## config.mk

```make
export PLATFORM = sky130hd
export DESIGN_NAME = kernel_pingpong
export DESIGN_NICKNAME = d
export VERILOG_FILES = /design/src/rtl/kernel_pingpong.sv
export SDC_FILE = /design/constraint.sdc
export NUM_CORES = 1
export LEC_CHECK = 0
export BUFFER_PORTS_ARGS = -buffer_cell sky130_fd_sc_hd__clkbuf_2
export CORE_MARGIN = 3
export CORE_UTILIZATION = 50
export DETAILED_ROUTE_END_ITERATION = 7
export PLACE_DENSITY = 0.77
export RECOVER_POWER = 50
export SYNTH_ARGS = -nofsm -noshare
export SYNTH_HDL_FRONTEND = slang
export SYNTH_SLANG_ARGS = --single-unit
```

## constraint.sdc

```tcl
create_clock -name clk -period 11.7 [get_ports clk]
set_input_delay 2.34 -clock clk [delete_from_list [all_inputs] [get_ports clk]]
set_output_delay 2.34 -clock clk [all_outputs]
set_load 0.005 [all_outputs]
```

## src/rtl/kernel_pingpong.sv

```systemverilog
// rtl/kernel_pingpong.sv - ping-pong kernel store: stream fill into one bank, region replay from the other
// Optional status port: define KERNEL_STATUS_EN to add ker_status[4:0].
module kernel_pingpong #(
  parameter int CFG_DWIDTH    = 32,
  parameter int CFG_AWIDTH    = 5,
  parameter int CFG_KER_WR    = 2,
  parameter int CFG_KER_RD    = 3,
  parameter int STR_KER_WIDTH = 16,
  parameter int GROUP_NB      = 4,
  parameter int KER_WIDTH     = 16,
  parameter int DEPTH_NB      = 1,
  parameter int MEM_AWIDTH    = 8,
  parameter int MEM_DEPTH     = 8
) (
  input  logic                                  clk,
  input  logic                                  rst,
  input  logic [CFG_DWIDTH-1:0]                 cfg_data,
  input  logic [CFG_AWIDTH-1:0]                 cfg_addr,
  input  logic                                  cfg_valid,
  input  logic [STR_KER_WIDTH-1:0]              str_ker,
  input  logic                                  str_ker_val,
  output logic                                  str_ker_rdy,
  output logic [GROUP_NB*KER_WIDTH*DEPTH_NB-1:0] kernel,
  output logic                                  kernel_val,
`ifdef KERNEL_STATUS_EN
  output logic [4:0]                            ker_status,
`endif
  input  logic                                  kernel_rdy
);

  localparam int W     = GROUP_NB * KER_WIDTH * DEPTH_NB;
  localparam int BEATS = W / STR_KER_WIDTH;
  localparam int BW    = (BEATS > 1) ? $clog2(BEATS) : 1;
  localparam int DA    = (MEM_DEPTH > 1) ? $clog2(MEM_DEPTH) : 1;
  localparam logic [MEM_AWIDTH-1:0] LAST_ADDR = MEM_AWIDTH'(MEM_DEPTH - 1);

  typedef enum logic {WR_IDLE, WR_FILL} wr_state_t;
  typedef enum logic [1:0] {RD_IDLE, RD_WAIT, RD_RUN} rd_state_t;

  wr_state_t wr_state, wr_state_nxt;
  rd_state_t rd_state, rd_state_nxt;

  logic [W-1:0]          mem [2][MEM_DEPTH];
  logic [1:0]            bank_full, full_nxt;
  logic                  wr_bank, rd_bank;

  logic [MEM_AWIDTH-1:0] wr_end, wr_addr, cfg_wr_end, wr_end_clamped;
  logic [BW-1:0]         beat_cnt;
  logic [W-1:0]          acc, word_asm;
  logic                  wr_cfg, wr_xfer, wr_word, wr_done;

  logic [MEM_AWIDTH-1:0] rd_start, rd_end, rd_addr, rd_next;
  logic                  rd_last, rd_done, kernel_rel;
  logic                  rd_cfg, rd_load, rd_accept, rd_release;
  logic                  cfg_unused;

  assign cfg_unused = ^cfg_data;

  assign wr_cfg  = cfg_valid && (cfg_addr == CFG_AWIDTH'(CFG_KER_WR));
  assign rd_cfg  = cfg_valid && (cfg_addr == CFG_AWIDTH'(CFG_KER_RD));

  assign str_ker_rdy = (wr_state == WR_FILL) && !bank_full[wr_bank];
  assign wr_xfer     = str_ker_val && str_ker_rdy;
  assign wr_word     = wr_xfer && (beat_cnt == BW'(BEATS - 1));
  assign wr_done     = wr_word && (wr_addr == wr_end);

  assign cfg_wr_end     = cfg_data[MEM_AWIDTH-1:0];
  assign wr_end_clamped = ({1'b0, cfg_wr_end} >= (MEM_AWIDTH+1)'(MEM_DEPTH)) ? LAST_ADDR : cfg_wr_end;

  // Beat k of a word lands at bit k*STR_KER_WIDTH, so beat 0 ends up in the LSBs
  always_comb begin
    word_asm = acc;
    word_asm[int'(beat_cnt)*STR_KER_WIDTH +: STR_KER_WIDTH] = str_ker;
  end

  always_comb begin
    wr_state_nxt = wr_state;
    case (wr_state)
      WR_IDLE: if (wr_cfg) wr_state_nxt = WR_FILL;
      WR_FILL: if (wr_done) wr_state_nxt = WR_IDLE;
      default: wr_state_nxt = WR_IDLE;
    endcase
  end

  always_ff @(posedge clk) begin
    if (rst) wr_state <= WR_IDLE;
    else     wr_state <= wr_state_nxt;
  end

  always_ff @(posedge clk) begin
    if (rst) begin
      wr_end   <= '0;
      wr_addr  <= '0;
      beat_cnt <= '0;
      acc      <= '0;
    end else if (wr_state == WR_IDLE && wr_cfg) begin
      wr_end   <= wr_end_clamped;
      wr_addr  <= '0;
      beat_cnt <= '0;
    end else if (wr_xfer) begin
      acc <= word_asm;
      if (beat_cnt == BW'(BEATS - 1)) begin
        beat_cnt <= '0;
        wr_addr  <= wr_addr + 1'b1;
      end else begin
        beat_cnt <= beat_cnt + 1'b1;
      end
    end
  end

  always_ff @(posedge clk) begin
    if (wr_word) mem[wr_bank][wr_addr[DA-1:0]] <= word_asm;
  end

  assign rd_next    = (rd_addr == LAST_ADDR) ? '0 : rd_addr + 1'b1;
  assign rd_accept  = kernel_val && kernel_rdy;
  // A restart never releases the bank, even if the end word is accepted that cycle
  assign rd_release = rd_accept && kernel_rel && !rd_cfg;
  assign rd_load    = (rd_state == RD_RUN) && !rd_done && !rd_cfg && (!kernel_val || kernel_rdy);

  always_comb begin
    rd_state_nxt = rd_state;
    if (rd_cfg) begin
      rd_state_nxt = RD_WAIT;
    end else begin
      case (rd_state)
        RD_IDLE: rd_state_nxt = RD_IDLE;
        RD_WAIT: if (bank_full[rd_bank]) rd_state_nxt = RD_RUN;
        RD_RUN:  if (rd_release) rd_state_nxt = RD_IDLE;
        default: rd_state_nxt = RD_IDLE;
      endcase
    end
  end

  always_ff @(posedge clk) begin
    if (rst) rd_state <= RD_IDLE;
    else     rd_state <= rd_state_nxt;
  end

  // Output register: a new word loads whenever the slot is empty or being accepted
  always_ff @(posedge clk) begin
    if (rst) begin
      kernel     <= '0;
      kernel_val <= 1'b0;
      kernel_rel <= 1'b0;
      rd_done    <= 1'b0;
      rd_start   <= '0;
      rd_end     <= '0;
      rd_last    <= 1'b0;
      rd_addr    <= '0;
    end else if (rd_cfg) begin
      rd_start   <= cfg_data[MEM_AWIDTH-1:0];
      rd_end     <= cfg_data[16 +: MEM_AWIDTH];
      rd_last    <= cfg_data[15];
      rd_addr    <= cfg_data[MEM_AWIDTH-1:0];
      rd_done    <= 1'b0;
      kernel_val <= 1'b0;
      kernel_rel <= 1'b0;
    end else if (rd_load) begin
      kernel     <= mem[rd_bank][rd_addr[DA-1:0]];
      kernel_val <= 1'b1;
      kernel_rel <= rd_last && (rd_addr == rd_end);
      if (rd_addr == rd_end) begin
        rd_addr <= rd_start;
        rd_done <= rd_last;
      end else begin
        rd_addr <= rd_next;
      end
    end else if (rd_accept) begin
      kernel_val <= 1'b0;
      kernel_rel <= 1'b0;
    end
  end

  always_comb begin
    full_nxt = bank_full;
    if (rd_release) full_nxt[rd_bank] = 1'b0;
    if (wr_done)    full_nxt[wr_bank] = 1'b1;
  end

  always_ff @(posedge clk) begin
    if (rst) begin
      bank_full <= 2'b00;
      wr_bank   <= 1'b0;
      rd_bank   <= 1'b0;
    end else begin
      bank_full <= full_nxt;
      if (wr_done)    wr_bank <= ~wr_bank;
      if (rd_release) rd_bank <= ~rd_bank;
    end
  end

`ifdef KERNEL_STATUS_EN
  logic err;

  always_ff @(posedge clk) begin
    if (rst) err <= 1'b0;
    else if (str_ker_val && !str_ker_rdy && wr_state == WR_IDLE) err <= 1'b1;
  end

  assign ker_status = {err, rd_state == RD_RUN, wr_state == WR_FILL, bank_full};
`endif

endmodule
```

== Word level (Yosys, flattened, before mapping) ==
Memories as Yosys holds them, arrays and structs flattened. A register that Yosys moved wholly into a read port is not among the register bits.
Cells that the tools add are included.
Cells by class
  add/subtract/negate cells: 4
  order comparisons: 8
  equal/unequal tests: 12
  shift operators: 2
  multiplexer cells: 36
  bitwise operators: 10
  reductions and logical operators: 32
Operators by type and width (count)
  $mux W512: 1
  $bmux W64 S3: 1
  $demux W64 S3: 1
  $mux W64: 3
  $bwmux W64: 1
  $shift A16 B33 Y64 const A: 1
  $shiftx A16 B33 Y64: 1
  $mux W8: 5
  $neg A6 Y33: 1
  $logic_and A1 B1 Y1: 17
  $add A8 B1 Y8 const B: 2
  $eq A8 B8 Y1: 2
  $mux W1: 15
  $reduce_and A2 Y1: 6
  $eq A5 B2 Y1 const B: 2
  $mux W2: 5
  $eq A8 B3 Y1 const B: 1
  $ge A4 B4 Y1 const B: 2
  $ge A8 B4 Y1 const B: 1
  $not A3 Y4: 2
  $ne A3 B3 Y1 const B: 2
  $not A1 Y1: 5
  $eq A2 B2 Y1 const B: 2
  $logic_not A1 Y1: 4
  15 further kinds: 21
Word-level totals
  register bits after elaboration: 181
  RAM bits: 1024
  output and inout port bits: 66
  memories: 1
Memory list
  mem: depth 2, width 512, read ports 1, clocked after Yosys merged registers in 1, write ports 1, RTL line 43  | logic [W-1:0] mem [2][MEM_DEPTH];

== Logic depth before layout (Yosys ltp) ==
  depth in word-level cells: 9
  depth in mapped cells: 8

== Worst setup path after synthesis ==
Ideal clock, no wire load.
  path type: input port to flip-flop
  from: in str_ker_val
  to: mem mem[0][256] (netlist bit) (enable)
  data arrival time: 7228 ps
  setup slack: 3907 ps
  cell stages on the path: 4
  path buffers: 1
  cells stage by stage: and4_1 buf_2 nand3_1 nor3_1
Between the ends
  word-level cells in the longest chain between the ends: 4
Ends and longest elaborated chain
  start, declared: RTL line 21  | input logic str_ker_val,
  $logic_and A1 B1 Y1: RTL line 63  | assign wr_xfer = str_ker_val && str_ker_rdy;
  $logic_and A1 B1 Y1: RTL line 64  | assign wr_word = wr_xfer && (beat_cnt == BW'(BEATS - 1));
  $mux W1: RTL line 112  | if (wr_word) mem[wr_bank][wr_addr[DA-1:0]] <= word_asm;
  $mux W512 (not written as such): RTL line 112
  end, declared: RTL line 43
Every way passes these cells.

== Final worst setup path ==
  from: in rst
  to: reg acc[21]
RTL lines
  start, declared: RTL line 16  | input logic rst,
  end signal, assigned: RTL line 101  | acc <= word_asm;
  end, declared: RTL line 49  | logic [W-1:0] acc, word_asm;
No word-level cell between the ends.

==> metrics.yaml <==
critical_path:
  start_kind: "input port"
  worst-endpoint-required_ns: 12.07
  cp_max_fo: 64
  end_kind: "register"
  cp_data_arrival_time_ns: 6.90
  crit_type: "input port to register"
sta:
  fin_crit_sh_pct: 55.8
  clock_skew_ns: 0.0223
  finalCriticalPeriod_ns: 6.53
  hold_viol: 0
  tightest_slew_ns: 3.99
  fin_tns_setup_ns: 0
  max_freq_mhz: 153
  setup_viol: 0
  max_slew_margin_pct: -166
  maxSlewViolCount: 216
  rsz0062_at_grt: "false"
clock_tree:
  cts_tree: "done"
  cts_hold_buf: 0
  htreeDepth: 3
  clk_latency_ns: 0.70
  cts_resized: 0
  cts_root_buf: "clkbuf_16"
  cts_made_buffers: 115
  cts_buffer_depth: 3
  path_clk_slew_ns: 0.07
  cts_num_sinks: 1206
  cts_setup_buffers: 0
die:
  row_count: 111
  fp.dieW_um: 311
  die_h_um: 311
  die_area_sq_um: 96700
  initial_core_util_pct: 50.6
  io_pins: 124
  coreArea_sq_um: 91900
run_status:
  violations: "capacitance limit, slew limit"
  status: "finished, violations left"
worst_hold_path:
  hold_path.class: "register to register"
global_route:
  grtUsageTotal_pct: 21.5
  antenna_found_initial: 15
  grt_pass1_vias: 24300
  grt_first_pass_wirelength_mm: 155
  grt_max_degree: 160
  grt_overflow: 0
power_and_ir_drop:
  vdd_drop_max_uv: 130
  leakage_nw: 15.7
  pwr_density_cell_nw_per_um2: 162
placed_design:
  gp_congestion: 0.790
  hpwlAfterDp_mm: 53.8
  portBuffers: 108
  place_inst: 3634
drt:
  wl_per_cell_um: 27.0
  first_pass_iters: 6
  vias: 23500
  drt-initial-drc-count: 2729
  drcViolationCount: 0
  detail-route-antenna-nets: 0
  via_per_inst: 6.10
  routed_wl_mm: 104
cells_and_area:
  fin_cells: 3857
  nets: 2573
  final_util_pct: 56.7
  area_delta_synth_final_pct: 12.0
  nFillCells: 6581
  drive_above_1_share_pct: 22.5
synthesis:
  netlist_area_sq_um: 46500
  netlist_instances: 2380
  synth_edf_count: 1024
  synth-seq-cells: 1206
  syn_nets: 2445
  yosysWarningCount: 0
  async_flop_share_pct: 0
  yosysUniqueCellTypes: 46
  synth-seq-area-share_pct: 74.0
  synth_ff_type: "edfxtp_1"
  avgSynthCellArea_sq_um: 19.5
job:
  cap_viol_max_count: 9
cell usage in the layout (no fill, tap or decap), drive strengths merged, types with 8 or more instances in the layout:
cell type / synthesis / final
a31oi: 8 / 8
xnor2: 24 / 24
mux4: 320 / 320
nand2: 179 / 179
and3: 9 / 9
nor3: 18 / 18
dfxtp: 182 / 182
buf: 78 / 36
clkinv: 0 / 35
inv: 70 / 74
clkbuf: 60 / 279
nand2b: 68 / 68
a311oi: 64 / 64
a21oi: 26 / 26
bufinv: 0 / 12
nor2: 101 / 101
nand4: 16 / 16
o2bb2ai: 65 / 65
edfxtp: 1024 / 1024
nand3: 18 / 18
cells by family after synthesis:
group | synth area share [%]
xor+xnor | 0.565
flops | 74.0
mux | 15.8
simple gates | 4.25
fa+ha+maj | 0.188
compound gates | 3.05
buf+inv | 2.19
stage by stage:
stage	setup slack (ns)	hold slack (ns)	power (mW)	instance area [sq um]
2_1_floorplan	3.91	0.436	4.76	46500
3_3_place_gp	6.23	0.442	4.80	48300
3_5_place_dp	6.14	0.445	4.80	48300
4_1_cts	6.88	0.460	8.51	52200
5_1_grt	5.10	0.471	8.68	52100
6_report	5.17	0.458	8.45	52100
layout make-up:
cell class              instances  area [sq um]  area share, %
clock buffers                 166          3210           6.16
multi-input cells             966         11200           21.4
repair buffers                149           820           1.57
diodes                          3          7.51         0.0144
inverters                      70           263          0.504
flip-flops and latches       1206         34400           66.1
clock inverters                54           654           1.26
well taps                    1243          1560           2.99
flip-flops by register name, indices dropped and copies added (netlist names), 2 cells and up, named ones only:
register   flops
rd_state       2
kernel        64
wr_addr        8
rd_end         8
beat_cnt       2
mem         1024
acc           64
wr_end         8
rd_start       8
rd_addr        8
bank_full      2
synth_stat cells, types with 4 or more instances:
cell type | n | area (sq um)
buf_2 | 29 | 145
inv_1 | 70 | 263
a311oi_1 | 64 | 561
o2bb2ai_1 | 65 | 569
edfxtp_1 | 1024 | 30700
mux4_1 | 29 | 762
buf_4 | 7 | 52.6
nand2b_1 | 68 | 425
mux4_2 | 291 | 6550
xor2_1 | 6 | 52.6
dfxtp_1 | 182 | 3640
nand2_1 | 178 | 668
xnor2_1 | 24 | 210
and3_1 | 9 | 56.3
ha_1 | 7 | 87.6
clkbuf_1 | 60 | 225
a21oi_1 | 26 | 130
nor3_1 | 17 | 85.1
and4_1 | 4 | 35.0
nand4_1 | 16 | 100
nand3_1 | 18 | 90.1
a21o_1 | 4 | 30.0
o21ai_0 | 4 | 20.0
buf_1 | 21 | 78.8
buf_6 | 19 | 214
nor2_1 | 100 | 375
a31oi_1 | 8 | 50.1
final timing paths:
path | from | to | slack (ns) | depth (start not counted)
max | rst | acc[21] | 5.17 | 3
min | kernel[38] | kernel[38] | 0.46 | 1
max reg2reg | wr_bank | mem[1][402] | 6.70 | 7
min reg2reg | kernel[38] | kernel[38] | 0.46 | 1
worst max-delay path, stage by stage:
cell      delay (ns)
clkbuf_1        1.38
clkbuf_1        2.91
a311oi_1        0.23
routing by layer:
| layer | share of wire, % | vias up | global-route usage, % |
|---|---|---|---|
| li1 | - | 9909 | - |
| met1 | 38 | 12200 | 29.1 |
| met2 | 50 | 1225 | 35.1 |
| met3 | 9.8 | 202 | 4.98 |
| met4 | 2.5 | 26 | 6.74 |
| met5 | 0.16 | - | 0 |
where the power goes:
| part | leakage [nW] | total, mW | switching (mW) | internal [mW] |
|---|---|---|---|---|
| clock network | 1.89 | 3.74 | 1.56 | 2.18 |
| logic | 3.67 | 0.0874 | 0.0677 | 0.0197 |
| registers | 10.2 | 4.63 | 0.00339 | 4.62 |
(Power assumes the default switching activity.)
